$ cat src/rtl/pipe_hazard_tracker.sv
// rtl/pipe_hazard_tracker.sv - PC and D/X, X/M destination tracking for the hazard unit
//
// Producer side of the hazard-unit interface. Owns the fetch PC, the F/D valid
// bit and the D/X and X/M destination-tracking latches. It drives ex_dest,
// ex_rfWEN, mem_dest, mem_rfWEN and a gated ihit to the hazard unit, and
// consumes fdEN, pcEN and dx_flush back from it. A small RUN/DWAIT/HALT FSM
// freezes the pipeline on data-memory misses and after a HALT retires.
//
// Ports:
//   CLK, RST          clock (rising edge), asynchronous active-high reset
//   ihit_in, dhit     instruction / data memory hit this cycle
//   fdEN, pcEN        hazard unit: F/D latch enable, PC enable
//   dx_flush          hazard unit: insert bubble into D/X
//   dec_dest/rfWEN    decode-stage destination register and write enable
//   dec_mem, dec_halt decode-stage instruction is load/store, is HALT
//   br_taken/target   EX-stage redirect request and target
//   pc                current fetch PC
//   ihit              ihit_in gated low while frozen or halted
//   fd_valid          F/D latch holds a real instruction
//   ex_dest/rfWEN     D/X destination tracking
//   mem_dest/rfWEN    X/M destination tracking
//   mem_access        X/M instruction is load/store
//   halt              pipeline halted, sticky until reset
module pipe_hazard_tracker #(
  parameter logic [31:0] PC_INIT = 32'h0,
  parameter int          REG_W   = 5
) (
  input  logic             CLK,
  input  logic             RST,
  input  logic             ihit_in,
  input  logic             dhit,
  input  logic             fdEN,
  input  logic             pcEN,
  input  logic             dx_flush,
  input  logic [REG_W-1:0] dec_dest,
  input  logic             dec_rfWEN,
  input  logic             dec_mem,
  input  logic             dec_halt,
  input  logic             br_taken,
  input  logic [31:0]      br_target,
  output logic [31:0]      pc,
  output logic             ihit,
  output logic             fd_valid,
  output logic [REG_W-1:0] ex_dest,
  output logic             ex_rfWEN,
  output logic [REG_W-1:0] mem_dest,
  output logic             mem_rfWEN,
  output logic             mem_access,
  output logic             halt
);

  typedef enum logic [1:0] {
    ST_RUN   = 2'd0,
    ST_DWAIT = 2'd1,
    ST_HALT  = 2'd2
  } state_t;

  state_t state;

  // D/X and X/M side bits that are not exported directly
  logic ex_mem;
  logic ex_halt;
  logic mem_halt;

  logic freeze;
  logic dx_bubble;

  // Freeze reacts in the same cycle the miss is visible in X/M, so nothing
  // downstream of the memory stage ever advances past an outstanding access.
  assign freeze    = (mem_access & ~dhit) | (state == ST_HALT);
  assign ihit      = ihit_in & ~freeze;
  assign dx_bubble = dx_flush | br_taken | ~fd_valid;

  // Control FSM; halt is registered alongside the state.
  always_ff @(posedge CLK or posedge RST) begin
    if (RST) begin
      state <= ST_RUN;
      halt  <= 1'b0;
    end else begin
      case (state)
        ST_RUN: begin
          if (mem_halt & (~mem_access | dhit)) begin
            state <= ST_HALT;
            halt  <= 1'b1;
          end else if (mem_access & ~dhit) begin
            state <= ST_DWAIT;
          end
        end
        ST_DWAIT: begin
          if (mem_halt & dhit) begin
            state <= ST_HALT;
            halt  <= 1'b1;
          end else if (dhit) begin
            state <= ST_RUN;
          end
        end
        ST_HALT: begin
          state <= ST_HALT;
          halt  <= 1'b1;
        end
        default: begin
          state <= ST_RUN;
          halt  <= 1'b0;
        end
      endcase
    end
  end

  // PC and F/D valid
  always_ff @(posedge CLK or posedge RST) begin
    if (RST) begin
      pc       <= PC_INIT;
      fd_valid <= 1'b0;
    end else if (!freeze) begin
      // A resolved redirect wins over pcEN and does not need an ihit.
      if (br_taken) begin
        pc <= br_target;
      end else if (pcEN && ihit) begin
        pc <= pc + 32'd4;
      end

      if (br_taken) begin
        fd_valid <= 1'b0;
      end else if (fdEN) begin
        fd_valid <= ihit;
      end
    end
  end

  // D/X and X/M tracking latches
  always_ff @(posedge CLK or posedge RST) begin
    if (RST) begin
      ex_dest    <= '0;
      ex_rfWEN   <= 1'b0;
      ex_mem     <= 1'b0;
      ex_halt    <= 1'b0;
      mem_dest   <= '0;
      mem_rfWEN  <= 1'b0;
      mem_access <= 1'b0;
      mem_halt   <= 1'b0;
    end else if (!freeze) begin
      if (dx_bubble) begin
        ex_dest  <= '0;
        ex_rfWEN <= 1'b0;
        ex_mem   <= 1'b0;
        ex_halt  <= 1'b0;
      end else begin
        ex_dest  <= dec_dest;
        // r0 is hard-wired zero, so writes to it can never cause a hazard.
        ex_rfWEN <= dec_rfWEN & (dec_dest != '0);
        ex_mem   <= dec_mem;
        ex_halt  <= dec_halt;
      end

      mem_dest   <= ex_dest;
      mem_rfWEN  <= ex_rfWEN;
      mem_access <= ex_mem;
      mem_halt   <= ex_halt;
    end
  end

endmodule

$ cat config.mk
export PLATFORM = sky130hd
export DESIGN_NAME = pipe_hazard_tracker
export DESIGN_NICKNAME = d
export VERILOG_FILES = /design/src/rtl/pipe_hazard_tracker.sv
export SDC_FILE = /design/constraint.sdc
export NUM_CORES = 1
export LEC_CHECK = 0
export BUFFER_PORTS_ARGS = -buffer_cell sky130_fd_sc_hd__buf_4
export CAP_MARGIN = 20
export CORE_ASPECT_RATIO = 1.2
export CORE_MARGIN = 1.5
export CORE_UTILIZATION = 35
export DETAILED_ROUTE_END_ITERATION = 8
export RECOVER_POWER = 25
export SLEW_MARGIN = 20
export SYNTH_ARGS = -nofsm -noshare
export SYNTH_HDL_FRONTEND = slang
export SYNTH_SLANG_ARGS = --single-unit
$ cat constraint.sdc
create_clock -name CLK -period 2.1 [get_ports CLK]
set_clock_uncertainty 0.2 [all_clocks]
set_input_delay 0.63 -clock CLK [delete_from_list [all_inputs] [get_ports CLK]]
set_output_delay 0.63 -clock CLK [all_outputs]
set_load 0.005 [all_outputs]
# Word level (Yosys, flattened, before mapping)
# Index checks and enable logic that the tools add are counted.
# word_totals
regBits	52
in_bits	48
output_inout_bits	48
wordCells	57
# op_classes
n_addsub	1
n_eq_ne	6
muxes	16
n_bitwise	13
n_reduce_logical	9
# op_table
op	count
$mux 32	2
$add 32x3->32 const B	1
$mux 2	4
$reduce_and 2->1	4
$mux 1	7
$ne 3x3->1 const B	2
$pmux 2 s3	1
$and 1x1->1	5
$mux 5	1
$reduce_bool 5->1	1
$ne 2x2->1 const B	2
$not 1->1	4
$or 1x1->1	4
$reduce_bool 2->1	2
$pmux 1 s3	1
$eq 2x1->1 const B	1
$eq 2x2->1 const B	1
$logic_not 2->1	1
$logic_and 1x1->1	1

# Logic depth before layout (Yosys ltp)
# Gate-level depths: netlist (run 1).
# logic_depth
ltp_word	8
mapped_depth	7
mapped_depth_nobuf	6

# Worst setup path before layout (run 1)
# No wires, ideal clock.
# synth_path
kind	register -> register
start	reg pc[2]
end	reg pc[30]
setup_ps	99
t_arrival_ps	1900
required_ps	1801
path_slack_ps	-100
path_stages_with_launch	7
path_buffers	0
synth_period_minus_slack_ps	2200
path_cell_list	dfrtp_1 ha_1 nand4_2 or3_4 nor4_4 a211oi_1 a311oi_1
# synth_between
elab_chain_cells	3
# synth_lines
element	line_no	rtl
start, declared	41	output logic [31:0] pc,
start signal, assigned	117	pc <= br_target;
start signal, assigned	119	pc <= pc + 32'd4;
$add 32x3->32	119	
$mux 32	118	end else if (pcEN && ihit) begin
$mux 32	116	if (br_taken) begin
# Every way passes these cells. The select of a mux whose other input is x is not followed.
# A chain may end at the register's enable or synchronous reset.

# Worst setup path in the final report (run 1)
# layout_path
start	in dhit
end	out ihit
# layout_between
elab_chain_cells	5
# layout_lines
element	line_no	rtl
start, declared	31	input logic dhit,
$not 1->1	70	assign freeze = (mem_access & ~dhit) | (state == ST_HALT);
$and 1x1->1	70	
$or 1x1->1	70	
$not 1->1 (no source line)	--	
$and 1x1->1	71	assign ihit = ihit_in & ~freeze;
end, declared	42	output logic ihit,
# Every way passes these cells.

==> flow_summary.json, run 1 <==
{
  "synth_enable_flop_cells": 0,
  "tritoncts_clock_tree": "yes",
  "number_of_antenna_violations_at_the_first_check_in_global_routing": 0,
  "worst_skew_pair.late_latency_ns": 0.32,
  "crit_path_max_fanout": 3,
  "synth.ff_latch_count": 52,
  "yosysSeqAreaShare_pct": 46.2,
  "cp.required_ns": 1.27,
  "drt_first_iter_violations": 185,
  "drive_above_1_share_pct": 36.0,
  "synthesis.yosys.warnings": 0,
  "cts-root-buf": "sky130_fd_sc_hd__clkbuf_8",
  "use_met2_pct": 35.8,
  "worst_margin_slew_ns": 0.744,
  "grt-busiest-layer": "met2",
  "groute.layer.met3.usage_pct": 3.67,
  "grt_pass1_vias": 2817,
  "via_per_inst": 5.47,
  "status": "finished with violations",
  "placementRows": 35,
  "cts_max_path_buffers": 2,
  "num-nets-final": 487,
  "wire_per_inst_um": 15.9,
  "postRouteWirelength_mm": 8.45,
  "timing.final.crit_period_ns": 2.03,
  "worstHoldPathType": "in -> async",
  "area_growth_pct": 44.2,
  "slew_headroom_pct": 50.3,
  "fin_crit_sh_pct": 96.9,
  "timing.critical_path.to_type": "output pin",
  "overall_via_count_from_detail_route": 2906,
  "power.ir.vdd_worst_mv": 0.398,
  "postSynthAreaPerCell_um2": 9.03,
  "powerDensity_mw_per_mm2": 1180,
  "ys.flop_type": "sky130_fd_sc_hd__dfrtp_1",
  "sum_of_negative_setup_slack_ns": 0,
  "hold_viol_final": 0,
  "horizontal_extent_of_the_die_um": 84.9,
  "maxSlewViolCount": 0,
  "numPortBuffers": 95,
  "start_util_pct": 36.4,
  "die_y_um": 101,
  "postRouteAntennaNets": 0,
  "cts_buffers": 5,
  "rsz0062_at_grt": "yes",
  "place.gp.congestion": 0.840,
  "clk_transition_reported_paths_ns": 0.09,
  "detail_route.drc_violations": 6,
  "netlist_area_mm2": 0.00282,
  "max_cap_violations": 0,
  "cts.hold.buffers_added": 0,
  "wire_length_of_the_first_global_routing_pass_mm": 13.8,
  "io_pins": 96,
  "worstSetupPathType": "in -> out",
  "dp_hpwl_mm": 6.25,
  "final_cell_mix": "130 x sky130_fd_sc_hd__buf_4, 52 x sky130_fd_sc_hd__dfrtp_1, 44 x sky130_fd_sc_hd__nand2_1, 24 x sky130_fd_sc_hd__o21ai_0, 23 x sky130_fd_sc_hd__a21oi_1",
  "synthArstFlopShare_pct": 100,
  "die_area_mm2": 0.00860,
  "final.hold.worst_slack_ns": 0.240,
  "mappedNetlistNets": 361,
  "grt_use_met1_pct": 24.8,
  "grt_max_degree": 45,
  "leakagePower_nw": 1.89,
  "failed_checks": "design-rule violations",
  "rrSetupSlack_ns": 0.07,
  "mostFrequentLayoutCell": "sky130_fd_sc_hd__buf_4",
  "post_synth_inst_count": 312,
  "fmaxAchievable_ghz": 0.492,
  "critPathArrivalTime_ns": 1.20,
  "numClockSinks": 52,
  "ys_types": 49,
  "post-route-util_pct": 52.4,
  "fp.coreArea_mm2": 0.00775,
  "global_route.usage.total_pct": 20.0,
  "finalSetupViolations": 0,
  "critPathLaunchType": "primary input",
  "grt_overflow_total": 0,
  "h-tree-depth": 2,
  "detailedRoute.firstPassIterationCount": 7,
  "antenna_cells_inserted": 0
}
-- Yosys cell counts (2+ instances only) --
master / n / share of area (%)
sky130_fd_sc_hd__a311oi_1: 4 / 1.2
sky130_fd_sc_hd__nor3_1: 9 / 1.6
sky130_fd_sc_hd__inv_1: 5 / 0.67
sky130_fd_sc_hd__buf_1: 2 / 0.27
sky130_fd_sc_hd__nor2b_1: 4 / 0.89
sky130_fd_sc_hd__a21oi_1: 23 / 4.1
sky130_fd_sc_hd__nand3_1: 15 / 2.7
sky130_fd_sc_hd__o22a_1: 3 / 0.93
sky130_fd_sc_hd__dfrtp_1: 52 / 46
sky130_fd_sc_hd__o211ai_1: 2 / 0.53
sky130_fd_sc_hd__and4_1: 3 / 0.93
sky130_fd_sc_hd__mux2_2: 2 / 0.80
sky130_fd_sc_hd__or3_1: 5 / 1.1
sky130_fd_sc_hd__a211oi_1: 4 / 1.1
sky130_fd_sc_hd__a31oi_1: 4 / 0.89
sky130_fd_sc_hd__o2bb2ai_1: 3 / 0.93
sky130_fd_sc_hd__nor4_4: 2 / 1.5
sky130_fd_sc_hd__o22ai_1: 6 / 1.3
sky130_fd_sc_hd__o21ai_0: 24 / 4.3
sky130_fd_sc_hd__a22o_1: 8 / 2.5
sky130_fd_sc_hd__and3_1: 8 / 1.8
sky130_fd_sc_hd__o21a_1: 2 / 0.53
sky130_fd_sc_hd__nand2b_1: 3 / 0.67
sky130_fd_sc_hd__nor4_1: 6 / 1.3
sky130_fd_sc_hd__a22oi_1: 4 / 1.1
sky130_fd_sc_hd__and2_1: 3 / 0.67
sky130_fd_sc_hd__nor2_1: 20 / 2.7
sky130_fd_sc_hd__nand2_1: 44 / 5.9
sky130_fd_sc_hd__a32o_1: 2 / 0.71
sky130_fd_sc_hd__nand4_1: 7 / 1.6
sky130_fd_sc_hd__a2bb2oi_1: 2 / 0.62
sky130_fd_sc_hd__a31o_2: 2 / 0.62
sky130_fd_sc_hd__clkbuf_1: 13 / 1.7
-- stage by stage --
step / setup WS (ns) / instance area (um^2) / cells / power [W]
finish: 0.0658 / 4060 / 531 / 0.00480
CTS: 0.0278 / 4040 / 528 / 0.00481
floorplan: 0.00632 / 2820 / 312 / 0.00275
global route: -0.0345 / 4060 / 531 / 0.00516
global placement: 0.0331 / 3910 / 520 / 0.00398
detailed placement: 0.0308 / 3910 / 520 / 0.00403
-- power by group --
group | switching, W | internal [W]
clock | 0.000346 | 0.000421
combinational | 0.00110 | 0.00118
sequential | 0.000389 | 0.00136
total | 0.00184 | 0.00296
-- sequential cells by signal (all words and copies together), names as in the netlist --
name,cells
ex_dest,5
halt,1
state,2
fd_valid,1
mem_access,1
pc,32
mem_halt,1
mem_rfWEN,1
ex_rfWEN,1
ex_mem,1
ex_halt,1
mem_dest,5
-- what timing repair did --
action / CTS / global route
buffers inserted: 0 / 3
endpoints found under the setup margin: 1 / 8
resized for setup: 2 / 2
gates cloned: 0 / 0
-- final cells by class --
cell class	count	area [um^2]
clock buffer	7	96.3
tap	92	115
inverter	5	18.8
sequential	52	1300
multi-input combinational	239	1470
fill	722	3690
clock inverter	1	30.0
timing repair buffer	135	1030
-- cells by family (layout without fill, tap and decap cells) --
logic type / Yosys count / after routing / synth area share (%)
AOI/OAI and AO/OA: 98 / 98 / 23.0
adders and majority gates: 1 / 1 / 0.444
buffers and inverters: 21 / 148 / 2.84
DFF: 52 / 52 / 46.2
muxes: 3 / 3 / 1.15
and+or+nand+nor: 137 / 137 / 26.4
-- worst max-delay path: stages --
cell	delay [ns]
sky130_fd_sc_hd__buf_4	0.12
sky130_fd_sc_hd__nand2b_4	0.14
sky130_fd_sc_hd__and3_1	0.18
sky130_fd_sc_hd__buf_4	0.13
-- final timing paths --
check / endpoint / cells after the start / start
setup / recovery: ihit / 4 / dhit
hold / removal: mem_dest[0] / 2 / RST
setup reg to reg: pc[16] / 5 / pc[9]
hold reg to reg: mem_dest[3] / 2 / mem_dest[3]
max in group asynchronous: pc[24] / 3 / RST
min in group CLK: mem_dest[3] / 2 / mem_dest[3]
-- routing by layer --
metal | up-vias | wire [um]
li1 | 1421 | -
met1 | 1391 | 3450
met2 | 85 | 4400
met3 | 9 | 484
met4 | 0 | 106
met5 | - | 0
No activity file was read; power rests on OpenSTA's default activity.
==> run 2: changes to the inputs <==
ABC_AREA = 1   (was not set)
BUFFER_PORTS_ARGS = -buffer_cell sky130_fd_sc_hd__buf_2   (was -buffer_cell sky130_fd_sc_hd__buf_4)
CTS_BUF_LIST = sky130_fd_sc_hd__clkbuf_16   (was not set)
==> run 2 against run 1 <==
The flow now finishes without violations. Critical path depth up 2. Sequential power shrank 43%. Final cell count up 35%. Die area up 17%. Via count up 17%. Routed wire length is 5.8% higher. Synthesized cell count grew 59%. Largest cell class unchanged. Combinational power shrank 94%. Global-route usage fell by 1.1 points. Power down 60%. Non-clock buffer count down 27. Core utilization decreased by 7.2 points.
==> flow_summary.json, run 2 <==
{
  "synthArstFlopShare_pct": 100,
  "largest_reg_flops": 32,
  "via_per_inst": 4.75,
  "numPortBuffers": 95,
  "detailedRoute.firstPassIterationCount": 4,
  "die_area_mm2": 0.0100,
  "fmaxAchievable_ghz": 0.503,
  "crit_path_max_fanout": 4,
  "synthesis.yosys.warnings": 0,
  "mappedNetlistNets": 546,
  "dp_hpwl_mm": 6.73,
  "largest_registers": "pc: 32 flops, ex_dest: 5 flops, mem_dest: 5 flops",
  "hold-path-cell-count": 2,
  "number_of_antenna_violations_at_the_first_check_in_global_routing": 0,
  "worst_r2r_startpoint": "pc[3]",
  "final_cell_mix": "187 x sky130_fd_sc_hd__nand2_1, 96 x sky130_fd_sc_hd__buf_2, 66 x sky130_fd_sc_hd__nor2_1, 52 x sky130_fd_sc_hd__dfrtp_1, 45 x sky130_fd_sc_hd__inv_1",
  "grt_overflow_total": 0,
  "sum_of_negative_setup_slack_ns": 0,
  "yosysSeqAreaShare_pct": 39.4,
  "synth_top_cells_by_area": "sky130_fd_sc_hd__dfrtp_1 39%, sky130_fd_sc_hd__nand2_1 21%, sky130_fd_sc_hd__nor2_1 7.6%",
  "io_pins": 96,
  "numClockSinks": 52,
  "h-tree-depth": 2,
  "synth_enable_flop_cells": 0,
  "netlist.area_leader.share_pct": 39.4,
  "grt_max_degree": 53,
  "antenna_cells_inserted": 0,
  "overall_via_count_from_detail_route": 3408,
  "start_util_pct": 36.2,
  "ys_types": 32,
  "timing.final.crit_period_ns": 1.99,
  "r2r-end": "pc[22]",
  "synth_xor_area_share_pct": 1.06,
  "p_total_w": 0.00194,
  "die_y_um": 109,
  "timing.critical_path.cells": "buf_2, inv_1, nand2_2, nand2_4, nor2_8, buf_2",
  "drive_above_1_share_pct": 24.1,
  "cts_buffers": 5,
  "mostFrequentLayoutCell": "sky130_fd_sc_hd__nand2_1",
  "post_synth_inst_count": 497,
  "ys.flop_type": "sky130_fd_sc_hd__dfrtp_1",
  "hold_sp": "pc[0]",
  "worst_margin_slew_ns": 1.23,
  "leakagePower_nw": 2.10,
  "grt_pass1_vias": 3415,
  "rrSetupSlack_ns": 0.23,
  "num-nets-final": 646,
  "worstHoldPathType": "reg -> reg",
  "netlist_area_mm2": 0.00330,
  "wire_per_inst_um": 12.5,
  "post_synth_mux_area_share_pct": 0,
  "finalSetupViolations": 0,
  "powerDensity_mw_per_mm2": 469,
  "hold_viol_final": 0,
  "place.gp.congestion": 0.854,
  "cts-root-buf": "sky130_fd_sc_hd__clkbuf_16",
  "worst_hold_path.endpoint": "pc[0]",
  "global_route.usage.total_pct": 18.9,
  "maxSlewViolCount": 0,
  "worstSetupPathType": "in -> out",
  "delay_contributed_by_the_slowest_stage_of_the_critical_path_ns": 0.13,
  "rsz0062_at_grt": "no",
  "critPathLaunchType": "primary input",
  "synth.ff_latch_count": 52,
  "detail_route.drc_violations": 0,
  "wire_length_of_the_first_global_routing_pass_mm": 15.3,
  "post-route-util_pct": 45.2,
  "cts.hold.buffers_added": 0,
  "compound_cell_area_share_of_the_yosys_netlist_pct": 8.07,
  "cp_common_cell": "sky130_fd_sc_hd__buf_2",
  "top_register": "pc",
  "fp.coreArea_mm2": 0.00913,
  "worst_skew_pair.late_latency_ns": 0.29,
  "synthDominantAreaCellType": "sky130_fd_sc_hd__dfrtp_1",
  "area_growth_pct": 25.0,
  "timing.critical_path.to_type": "output pin",
  "adder_cell_share_of_the_synthesized_area_pct": 0.379,
  "cp.required_ns": 1.27,
  "horizontal_extent_of_the_die_um": 91.7,
  "ys_top_cells_by_count": "188 x sky130_fd_sc_hd__nand2_1, 67 x sky130_fd_sc_hd__nor2_1, 52 x sky130_fd_sc_hd__dfrtp_1, 45 x sky130_fd_sc_hd__inv_1, 44 x sky130_fd_sc_hd__nand3_1",
  "fin_crit_sh_pct": 94.7,
  "placementRows": 38,
  "slew_headroom_pct": 18.0,
  "max_cap_violations": 0,
  "post-cts-setup-buffers": 0,
  "cts_max_path_buffers": 2,
  "clk_transition_reported_paths_ns": 0.07,
  "worst_r2r_path_depth": 10,
  "critPathSlowestCell": "sky130_fd_sc_hd__buf_2",
  "status": "finished, final reports clean",
  "postRouteWirelength_mm": 8.94,
  "postRouteAntennaNets": 0,
  "drt_first_iter_violations": 170,
  "tritoncts_clock_tree": "yes",
  "dominant_combinational_cell_family_by_area_after_synthesis": "simple AND/OR/NAND/NOR gates",
  "power.ir.vdd_worst_mv": 0.282,
  "critPathArrivalTime_ns": 1.16,
  "postSynthAreaPerCell_um2": 6.65,
  "synth_simple_gate_area_share_pct": 42.5,
  "synthMostInstantiatedCell": "sky130_fd_sc_hd__nand2_1",
  "cts-resized-gates": 0
}
==> run 2: changes by cell type after synthesis, moves of 12 or more <==
cell,change
sky130_fd_sc_hd__a21oi_1,-13
sky130_fd_sc_hd__inv_1,+40
sky130_fd_sc_hd__nand2_1,+144
sky130_fd_sc_hd__nand3_1,+29
sky130_fd_sc_hd__nor2_1,+47
sky130_fd_sc_hd__nor2_2,+12
==> run 2: final cells by class <==
class                           instances  area, um^2
Clock buffer                            5         125
Clock inverter                          3        13.8
Fill cell                             996        5000
Inverter                               49         189
Multi-Input combinational cell        381        1730
Sequential cell                        52        1300
Tap cell                              120         150
Timing Repair Buffer                  108         621
==> run 2: power by group <==
part	total [W]	switching (W)	internal, W
sequential	0.00100	0	0.00100
clock	0.000807	0.000372	0.000434
combinational	0.000127	0.0000756	0.0000518
==> run 2: routing by layer <==
metal | track usage, % | vias up | part of all wire (%)
li1 | - | 1755 | -
met1 | 21.5 | 1572 | 43
met2 | 35.8 | 68 | 51
met3 | 3.73 | 13 | 4.7
met4 | 5.80 | 0 | 1.6
met5 | 0 | - | 0
==> run 2: cells by family after synthesis <==
kind of cell | Yosys count
and+or+nand+nor | 327
xor gates and xnor gates | 4
adders and majority gates | 1
DFF | 52
buffers and inverters | 64
AOI/OAI and AO/OA | 49
==> run 2: worst max-delay path by stage <==
stage,from,endpoint,slack (ns),depth (start not counted)
2_1_floorplan,RST,ex_dest[0],0.01,1
3_3_place_gp,dhit,pc[23],0.05,13
3_5_place_dp,dhit,pc[23],0.02,13
4_1_cts,dhit,ihit,0.05,6
5_1_grt,dhit,ihit,0.05,6
6_report,dhit,ihit,0.11,6
==> run 2: critical path: cells and delay by family <==
kind | cells | cell delay (ns)
buffers and inverters | 3 | 0.27
and+or+nand+nor | 3 | 0.26
==> run 2: per-stage QoR <==
| stage | hold WS, ns | instances | worst slack (ns) | area, um^2 |
|---|---|---|---|---|
| detailed placement | 0.266 | 710 | 0.0185 | 3990 |
| CTS | 0.194 | 718 | 0.0513 | 4130 |
| finish | 0.285 | 718 | 0.111 | 4130 |
| global placement | 0.253 | 710 | 0.0516 | 3990 |
| global route | 0.313 | 718 | 0.0463 | 4130 |
| floorplan | 0.242 | 497 | 0.0121 | 3300 |
